`config.mk`:
```
export PLATFORM = sky130hd
export DESIGN_NAME = control_sequencer_flat
export DESIGN_NICKNAME = d
export VERILOG_FILES = /design/src/rtl/control_sequencer_if.sv /design/src/rtl/control_sequencer.sv /design/src/flat_wrapper.sv
export SDC_FILE = /design/constraint.sdc
export NUM_CORES = 1
export LEC_CHECK = 0
export BUFFER_PORTS_ARGS = -buffer_cell sky130_fd_sc_hd__buf_2
export CORE_MARGIN = 2
export CORE_UTILIZATION = 40
export DETAILED_ROUTE_END_ITERATION = 10
export MAX_ROUTING_LAYER = met4
export PLACE_DENSITY_LB_ADDON = 0.1
export RECOVER_POWER = 25
export SETUP_SLACK_MARGIN = 0.4
export SYNTH_ARGS = -nofsm -noshare
export SYNTH_HDL_FRONTEND = slang
export SYNTH_SLANG_ARGS = --single-unit
export TNS_END_PERCENT = 20
```
`constraint.sdc`:
```
create_clock -name clock -period 2.8 [get_ports clock]
set_input_delay 0 -clock clock [delete_from_list [all_inputs] [get_ports clock]]
set_output_delay 0 -clock clock [all_outputs]
set_load 0.05 [all_outputs]
```
`src/rtl/control_sequencer_if.sv`:
```
// Control-word bundle between control_sequencer and datapath.
// The master side drives control fields; the slave side returns IR_OUT and status.
interface control_sequencer_if #(
    parameter int DATA_WIDTH = 16
);
    logic [DATA_WIDTH-1:0] IR_OUT;
    logic [3:0]            status;
    logic [2:0]            NS;
    logic [3:0]            SA;
    logic [3:0]            SB;
    logic [3:0]            DA;
    logic                  WR;
    logic [4:0]            FS;
    logic                  C0;
    logic                  DP_RESET;
    logic                  PCSEL;
    logic [1:0]            PS;
    logic                  EN_ALU;
    logic                  ENADDRESS_ALU;
    logic                  IR_EN;
    logic                  ENADDRESS_PC;
    logic                  EN_PC;
    logic                  MW;
    logic                  MR;
    logic                  BSEL;
    logic                  ROM_EN;
    logic [DATA_WIDTH-1:0] K;
    logic                  ILLEGAL;

    modport master (
        input  IR_OUT, status,
        output NS, SA, SB, DA, WR, FS, C0, DP_RESET, PCSEL, PS,
               EN_ALU, ENADDRESS_ALU, IR_EN, ENADDRESS_PC, EN_PC,
               MW, MR, BSEL, ROM_EN, K, ILLEGAL
    );

    modport slave (
        output IR_OUT, status,
        input  NS, SA, SB, DA, WR, FS, C0, DP_RESET, PCSEL, PS,
               EN_ALU, ENADDRESS_ALU, IR_EN, ENADDRESS_PC, EN_PC,
               MW, MR, BSEL, ROM_EN, K, ILLEGAL
    );
endinterface

```
`src/rtl/control_sequencer.sv`:
```
// Multi-cycle Moore control unit for datapath: fetch, decode, execute/memory,
// with control fields decoded from the state register and IR_OUT.
module control_sequencer #(
    parameter int         DATA_WIDTH = 16,
    parameter logic [3:0] OPC_HALT   = 4'hF
) (
    input  logic                clock,
    input  logic                reset,
    control_sequencer_if.master bus
);
    typedef enum logic [2:0] {
        S_RST    = 3'b000,
        S_FETCH  = 3'b001,
        S_DECODE = 3'b010,
        S_EXEC   = 3'b011,
        S_MEM1   = 3'b100,
        S_MEM2   = 3'b101,
        S_HALT   = 3'b111
    } state_t;

    localparam logic [4:0] FS_PASSA = 5'b00000;
    localparam logic [4:0] FS_ADD   = 5'b00010;
    localparam logic [4:0] FS_SUB   = 5'b00101;
    localparam logic [4:0] FS_AND   = 5'b01100;
    localparam logic [4:0] FS_OR    = 5'b01101;
    localparam logic [4:0] FS_PASSB = 5'b01000;

    state_t                state, next_state;
    logic [3:0]            opc;
    logic [7:0]            imm8;
    logic [DATA_WIDTH-1:0] k_zext, k_sext;
    logic                  unused_status;

    assign opc           = bus.IR_OUT[15:12];
    assign imm8          = bus.IR_OUT[7:0];
    assign k_zext        = {{(DATA_WIDTH-8){1'b0}}, imm8};
    assign k_sext        = {{(DATA_WIDTH-8){imm8[7]}}, imm8};
    assign unused_status = &{1'b0, bus.status[3:1]};

    // NOTE: async reset forces RST at once, so an in-flight MW/WR drops in the same cycle.
    always_ff @(posedge clock or negedge reset) begin
        if (!reset) state <= S_RST;
        else        state <= next_state;
    end

    // NOTE: every output gets a default before the case, so no path leaves one unassigned (no latches).
    always_comb begin
        next_state        = state;
        bus.NS            = state;
        bus.SA            = bus.IR_OUT[7:4];
        bus.SB            = bus.IR_OUT[3:0];
        bus.DA            = bus.IR_OUT[11:8];
        bus.WR            = 1'b0;
        bus.FS            = FS_PASSA;
        bus.C0            = 1'b0;
        bus.DP_RESET      = 1'b0;
        bus.PCSEL         = 1'b0;
        bus.PS            = 2'b00;
        bus.EN_ALU        = 1'b0;
        bus.ENADDRESS_ALU = 1'b0;
        bus.IR_EN         = 1'b0;
        bus.ENADDRESS_PC  = 1'b0;
        bus.EN_PC         = 1'b0;
        bus.MW            = 1'b0;
        bus.MR            = 1'b0;
        bus.BSEL          = 1'b0;
        bus.ROM_EN        = 1'b0;
        bus.K             = '0;
        bus.ILLEGAL       = 1'b0;

        case (state)
            S_RST: begin
                bus.SA       = 4'h0;
                bus.SB       = 4'h0;
                bus.DA       = 4'h0;
                bus.DP_RESET = 1'b1;
                next_state   = S_FETCH;
            end
            S_FETCH: begin
                bus.ROM_EN       = 1'b1;
                bus.ENADDRESS_PC = 1'b1;
                bus.IR_EN        = 1'b1;
                next_state       = S_DECODE;
            end
            S_DECODE: begin
                if (opc == OPC_HALT) begin
                    next_state = S_HALT;
                end else begin
                    case (opc)
                        4'h0, 4'h1, 4'h2, 4'h3, 4'h4, 4'h5,
                        4'h8, 4'h9, 4'hA: next_state = S_EXEC;
                        4'h6, 4'h7:       next_state = S_MEM1;
                        default: begin
                            // Unassigned opcode: flag it and step over the word.
                            bus.ILLEGAL = 1'b1;
                            bus.PS      = 2'b01;
                            bus.EN_PC   = 1'b1;
                            next_state  = S_FETCH;
                        end
                    endcase
                end
            end
            S_EXEC: begin
                bus.EN_PC  = 1'b1;
                bus.PS     = 2'b01;
                next_state = S_FETCH;
                case (opc)
                    4'h1: begin bus.WR = 1'b1; bus.EN_ALU = 1'b1; bus.FS = FS_ADD; end
                    4'h2: begin bus.WR = 1'b1; bus.EN_ALU = 1'b1; bus.FS = FS_SUB; bus.C0 = 1'b1; end
                    4'h3: begin bus.WR = 1'b1; bus.EN_ALU = 1'b1; bus.FS = FS_AND; end
                    4'h4: begin bus.WR = 1'b1; bus.EN_ALU = 1'b1; bus.FS = FS_OR;  end
                    4'h5: begin
                        bus.WR     = 1'b1;
                        bus.EN_ALU = 1'b1;
                        bus.FS     = FS_PASSB;
                        bus.BSEL   = 1'b1;
                        bus.K      = k_zext;
                    end
                    4'h8, 4'h9: begin
                        // Z flag comes from the previous instruction; opcode bit 0 inverts the test.
                        if (bus.status[0] ^ opc[0]) begin
                            bus.PS    = 2'b10;
                            bus.PCSEL = 1'b1;
                            bus.K     = k_sext;
                        end
                    end
                    4'hA: begin
                        bus.FS     = FS_PASSA;
                        bus.EN_ALU = 1'b1;
                        bus.PS     = 2'b11;
                    end
                    default: ;
                endcase
            end
            S_MEM1: begin
                bus.FS            = FS_PASSA;
                bus.EN_ALU        = 1'b1;
                bus.ENADDRESS_ALU = 1'b1;
                if (opc == 4'h6) begin
                    bus.MR     = 1'b1;
                    next_state = S_MEM2;
                end else begin
                    bus.MW     = 1'b1;
                    bus.PS     = 2'b01;
                    bus.EN_PC  = 1'b1;
                    next_state = S_FETCH;
                end
            end
            S_MEM2: begin
                bus.MR            = 1'b1;
                bus.ENADDRESS_ALU = 1'b1;
                bus.WR            = 1'b1;
                bus.PS            = 2'b01;
                bus.EN_PC         = 1'b1;
                next_state        = S_FETCH;
            end
            S_HALT: begin
                bus.SA     = 4'h0;
                bus.SB     = 4'h0;
                bus.DA     = 4'h0;
                next_state = S_HALT;
            end
            default: begin
                bus.SA     = 4'h0;
                bus.SB     = 4'h0;
                bus.DA     = 4'h0;
                next_state = S_RST;
            end
        endcase
    end
endmodule

```
`src/flat_wrapper.sv`:
```
// flat-port wrapper written by rule: the top's interface ports become plain ports
module control_sequencer_flat 
#(
    parameter int         DATA_WIDTH = 16,
    parameter logic [3:0] OPC_HALT   = 4'hF
)
  (clock, reset, bus_IR_OUT, bus_status, bus_NS, bus_SA, bus_SB, bus_DA, bus_WR, bus_FS, bus_C0, bus_DP_RESET, bus_PCSEL, bus_PS, bus_EN_ALU, bus_ENADDRESS_ALU, bus_IR_EN, bus_ENADDRESS_PC, bus_EN_PC, bus_MW, bus_MR, bus_BSEL, bus_ROM_EN, bus_K, bus_ILLEGAL);
  control_sequencer_if #(.DATA_WIDTH(DATA_WIDTH)) bus_i ();
  input  logic clock;
  input  logic reset;
  input wire logic [$bits(bus_i.IR_OUT)-1:0] bus_IR_OUT;
  input wire logic [$bits(bus_i.status)-1:0] bus_status;
  output wire logic [$bits(bus_i.NS)-1:0] bus_NS;
  output wire logic [$bits(bus_i.SA)-1:0] bus_SA;
  output wire logic [$bits(bus_i.SB)-1:0] bus_SB;
  output wire logic [$bits(bus_i.DA)-1:0] bus_DA;
  output wire logic [$bits(bus_i.WR)-1:0] bus_WR;
  output wire logic [$bits(bus_i.FS)-1:0] bus_FS;
  output wire logic [$bits(bus_i.C0)-1:0] bus_C0;
  output wire logic [$bits(bus_i.DP_RESET)-1:0] bus_DP_RESET;
  output wire logic [$bits(bus_i.PCSEL)-1:0] bus_PCSEL;
  output wire logic [$bits(bus_i.PS)-1:0] bus_PS;
  output wire logic [$bits(bus_i.EN_ALU)-1:0] bus_EN_ALU;
  output wire logic [$bits(bus_i.ENADDRESS_ALU)-1:0] bus_ENADDRESS_ALU;
  output wire logic [$bits(bus_i.IR_EN)-1:0] bus_IR_EN;
  output wire logic [$bits(bus_i.ENADDRESS_PC)-1:0] bus_ENADDRESS_PC;
  output wire logic [$bits(bus_i.EN_PC)-1:0] bus_EN_PC;
  output wire logic [$bits(bus_i.MW)-1:0] bus_MW;
  output wire logic [$bits(bus_i.MR)-1:0] bus_MR;
  output wire logic [$bits(bus_i.BSEL)-1:0] bus_BSEL;
  output wire logic [$bits(bus_i.ROM_EN)-1:0] bus_ROM_EN;
  output wire logic [$bits(bus_i.K)-1:0] bus_K;
  output wire logic [$bits(bus_i.ILLEGAL)-1:0] bus_ILLEGAL;
  assign bus_i.IR_OUT = bus_IR_OUT;
  assign bus_i.status = bus_status;
  assign bus_NS = bus_i.NS;
  assign bus_SA = bus_i.SA;
  assign bus_SB = bus_i.SB;
  assign bus_DA = bus_i.DA;
  assign bus_WR = bus_i.WR;
  assign bus_FS = bus_i.FS;
  assign bus_C0 = bus_i.C0;
  assign bus_DP_RESET = bus_i.DP_RESET;
  assign bus_PCSEL = bus_i.PCSEL;
  assign bus_PS = bus_i.PS;
  assign bus_EN_ALU = bus_i.EN_ALU;
  assign bus_ENADDRESS_ALU = bus_i.ENADDRESS_ALU;
  assign bus_IR_EN = bus_i.IR_EN;
  assign bus_ENADDRESS_PC = bus_i.ENADDRESS_PC;
  assign bus_EN_PC = bus_i.EN_PC;
  assign bus_MW = bus_i.MW;
  assign bus_MR = bus_i.MR;
  assign bus_BSEL = bus_i.BSEL;
  assign bus_ROM_EN = bus_i.ROM_EN;
  assign bus_K = bus_i.K;
  assign bus_ILLEGAL = bus_i.ILLEGAL;
  control_sequencer #(.DATA_WIDTH(DATA_WIDTH), .OPC_HALT(OPC_HALT)) u_core (.clock(clock), .reset(reset), .bus(bus_i));
endmodule
```
### Word level (Yosys, flattened, before mapping)

Cells that the tools add are included.

| storage, ports and cells | value |
|---|---|
| bits of input ports | 22 |
| flip-flop bits (word level) | 3 |
| output and inout port bits | 52 |

| cells by class | value |
|---|---|
| bitwise gates (word level) | 1 |
| equal/unequal tests | 17 |
| reduce and logical (&&, ||, !) cells | 12 |
| muxes and demuxes | 40 |

Operators with widths:

| kind | number |
|---|---|
| two-way mux 16 bit | 2 |
| one-hot mux 16 bit (2 select lines) | 1 |
| two-way mux 1 bit | 20 |
| one-hot mux 4 bit (5 select lines) | 1 |
| == test 4 x 3 -> 1 bit (second input constant) | 4 |
| == test 4 bit (second input constant) | 4 |
| one-hot mux 3 bit (5 select lines) | 1 |
| two-way mux 4 bit | 3 |
| OR reduction 11 bit | 1 |
| OR reduction 5 bit | 2 |
| == test 3 bit (second input constant) | 3 |
| OR reduction 9 bit | 1 |
| == test 4 x 2 -> 1 bit (second input constant) | 2 |
| one-hot mux 2 bit (4 select lines) | 1 |
| OR reduction 2 bit | 4 |
| == test 3 x 2 -> 1 bit (second input constant) | 2 |
| two-way mux 3 bit | 2 |
| one-hot mux 1 bit (2 select lines) | 3 |
| one-hot mux 3 bit (2 select lines) | 1 |
| OR reduction 6 bit | 1 |
| two-way mux 5 bit | 1 |
| == test 4 x 1 -> 1 bit (second input constant) | 1 |
| zero test 4 bit | 1 |
| two-way mux 2 bit | 2 |
| other kinds (6) | 6 |

### Logic depth before layout (Yosys ltp)

| logic depth | value |
|---|---|
| word-level depth | 5 |
| depth in mapped cells | 6 |
| gate-level depth less buffers | 4 |

### Worst setup path after synthesis

Ideal clock, no wire load.

| timing path | value |
|---|---|
| path kind | reg2out |
| start point | reg u_core.state[0], in the netlist u_core.bus.NS[0] |
| end point | out bus_K[10] |
| data arrival time | 3.836 ns |
| path slack | -1.036 ns |
| required time | 2.800 ns |
| buffers on the path | 3 |
| stages on the path, launching flop included | 7 |
| path through | dfrtp_1 -> buf_4 -> nand3b_1 -> or2_2 -> buf_2 -> nor4_1 -> buf_4 |

| on the way | value |
|---|---|
| longest elaborated chain between the ends | 2 |

Ends and longest elaborated chain:

| item | RTL line | text |
|---|---|---|
| from (decl) | control_sequencer.sv:28 | `state_t state, next_state;` |
| from (signal assigned) | control_sequencer.sv:43 | `else state <= next_state;` |
| == test 3 x 2 -> 1 bit | control_sequencer.sv:71 | `case (state)` |
| two-way mux 16 bit | control_sequencer.sv:71 |  |
| to (decl) | flat_wrapper.sv:32 | `output wire logic [$bits(bus_i.K)-1:0] bus_K;` |

Every way passes these cells.

### Final worst setup path

| timing path | value |
|---|---|
| start point | reg u_core.state[2], in the netlist u_core.bus.NS[2] |
| end point | out bus_K[14] |

Same word-level chain as after synthesis.

==> flow_summary.toml <==
[final_layout]
area.growth.synth_to_final_pct = 38.8
fillerInstances = 210
largest_register_ff_count = 3
antenna_cells = 0
layout.area.seq_um2 = 76.3
finish.net_count = 192
final_cells = 195
drive_gt1_frac = 0.429
final_area_um2 = 1100
multi_input_comb_area_um2 = 598

[detailed_routing]
route.detailed.drc = 0
detail_route.iter0.violations = 18
totalWireLength_um = 2390
detailroute.via_count = 970
drt_pass1_iterations = 4
antenna_violating_nets_post_route = 0
viasPerCell = 4.97
wl_per_cell_um = 12.3

[setup_path]
reg2regPathDepth = 3
critical_path_arrival_ns = 2.32
startpoint_type = "register"
cpPeakStageDelay_ns = 0.51
setup.worst_path.class = "register to output pin"
worst-path-buf-inv = 1
worst_setup_path_end_kind = "output pin"
cp.depth = 4
critPathMaxFanout = 14
timing.critical_path.slowest_stage_cell = "dfrtp_1"
cp_top_family = "simple AND/OR/NAND/NOR gates"
critPathRequiredTime_ns = 2.80
critical_path_cell_by_cell = "nand3b_1 -> or2_2 -> nor4_4 -> buf_2"

[synthesis]
leading_post_synthesis_cells_by_instance_count = "and2_1, buf_4, nor3b_1"
synth.top_cells.by_area = "buf_4, and2_1, dfrtp_1"
share_of_yosys_cell_area_claimed_by_the_top_area_cell_type = 0.104
post_syn_area_per_cell_um2 = 7.02
synth.mux.area_fraction = 0
synth_adder_area_share = 0.0158
synth_compound_gate_area_share = 0.244
synthMostInstantiatedCell = "and2_1"
yosys_most_used_dff = "dfrtp_1"
synth_simple_gate_area_share = 0.440
post_synth_instance_area_um2 = 793
synth_cell_type_count = 42
syn_nets = 136
synth-warning-count = 0
largest_family_of_logic_cells_by_synthesized_area = "simple AND/OR/NAND/NOR gates"
number_of_synthesized_register_bits = 3
synth_top_cell_by_area = "buf_4"
synth.yosys.seq_area_share = 0.0946
netlist_instances = 113
synth-xor-area-share = 0.0221
synth_enable_flop_cells = 0
synth_async_reset_ratio = 1.00

[sta]
grt_setup_unrepaired = "false"
worst-slew-pin-transition_ns = 0.607
max_freq_ghz = 0.431
post-route-period-util = 0.829
final-max-slew-violation-count = 0
setup_viol_count_final = 0
maxSlewHeadroom = 0.595
fin_skew_ns = 0.00140
setup_tns_ns = 0
timing.hold.ws_ns = 0.105
post-route-min-period_ns = 2.32
final-hold-violation-count = 0

[clocking]
clock_latency_ns = 0.24
path_clk_slew_ns = 0.04
cts_inserted_buffers = 3
tritoncts_clock_tree = "yes"
cts_max_level = 1
clk_path_buf_depth = 2
tritoncts_num_sinks = 3
root_buffer = "clkbuf_4"

[place]
gp_congestion = 0.814
hpwl_um = 1830
port_buffers = 69
dpl-instance-area_um2 = 1080
placed_cells = 190

[floorplan]
fp.coreArea_um2 = 1920
boundaryPins = 74
row_count = 16
die_height_um = 48.5
fp.dieW_um = 48.5
design.die.area_um2 = 2360
initial_utilization = 0.413

[power]
power.ir.vdd_worst_mv = 0.710
static-leakage-power_nw = 0.570
powerDensity_nw_per_um2 = 1030
power_mw = 1.13

[global_route]
gr-usage-all-layers = 0.220
grt_start_max_net_pins = 18
global_route_wire_length_before_repair_um = 4140
grt.overflow.total = 0
grt_pass1_vias = 852
antenna_found_initial = 0

[run]
cap_viol_max_count = 0

[run_status]
run_status = "complete, no violations"

[min_path]
timing.hold.worst.class = "input port to asynchronous set/reset pin"
[worst paths after layout]
kind | to | startpoint | slack, ns
worst max-delay path | bus_K[14] | u_core.bus.NS[2] | 0.48
worst min-delay path | u_core.bus.NS[1] | reset | 0.10
worst max register to register | u_core.bus.NS[1] | u_core.bus.NS[2] | 1.30
worst min register to register | u_core.bus.NS[0] | u_core.bus.NS[1] | 0.64
max in group asynchronous | u_core.bus.NS[1] | reset | 2.52
min in group clock | u_core.bus.NS[2] | bus_IR_OUT[14] | 0.17
[kinds of logic (layout without fill, tap and decap cells)]
family                     count (synthesis)  after routing
buffers and inverters                     25             80
DFF                                        3              3
other                                      1              1
AOI/OAI and AO/OA                         25             25
adders and majority gates                  1              1
xor gates and xnor gates                   2              2
and+or+nand+nor                           56             56
[cell usage in the layout (no fill, tap or decap), types with 2 or more instances in the layout]
cell / instances
nor3b_1: 7
and3b_1: 2
buf_2: 60
inv_1: 6
dfrtp_1: 2
clkbuf_1: 10
a21oi_1: 3
o211ai_1: 2
nor2_1: 6
nor2b_1: 4
a31oi_1: 2
clkbuf_4: 3
o21ai_0: 4
nor3_1: 5
nand2_1: 4
nand2b_1: 6
or2_2: 2
and2_1: 13
[where the power goes]
| part | internal (mW) | total [mW] | switching, mW |
|---|---|---|---|
| logic | 0.208 | 0.942 | 0.733 |
| clock network | 0.0536 | 0.0783 | 0.0248 |
| registers | 0.0616 | 0.111 | 0.0492 |
| total | 0.324 | 1.13 | 0.808 |
[area by class of cell]
type | count | area share
inverter | 6 | 0.0205
tap | 27 | 0.0307
clock buffer | 4 | 0.0239
multi-input combinational | 85 | 0.543
sequential | 3 | 0.0693
timing repair buffer | 70 | 0.312
[per-stage QoR]
step                worst slack [ns]   util
floorplan                      0.141      -
global placement               0.853  0.561
detailed placement             0.793  0.561
CTS                            0.541  0.580
global route                   0.341  0.573
finish                         0.478  0.573
[what timing repair did]
item,CTS,global route
setup buffers,0,0
hold buffers,1,0
resized for setup,0,0
endpoints found under the hold margin,3,0
[worst register-to-register path: stages (launching register included)]
cell and delay (ns):
dfrtp_1 0.51, or3b_2 0.54, a31oi_1 0.20, a32o_1 0.18
[metal layers]
layer,up-vias,part of all wire,global-route usage
met5,-,0,-
met4,0,0.0042,0.0571
met3,2,0.064,0.0309
met2,39,0.53,0.405
met1,433,0.40,0.250
li1,496,-,-
(Power assumes the default switching activity.)
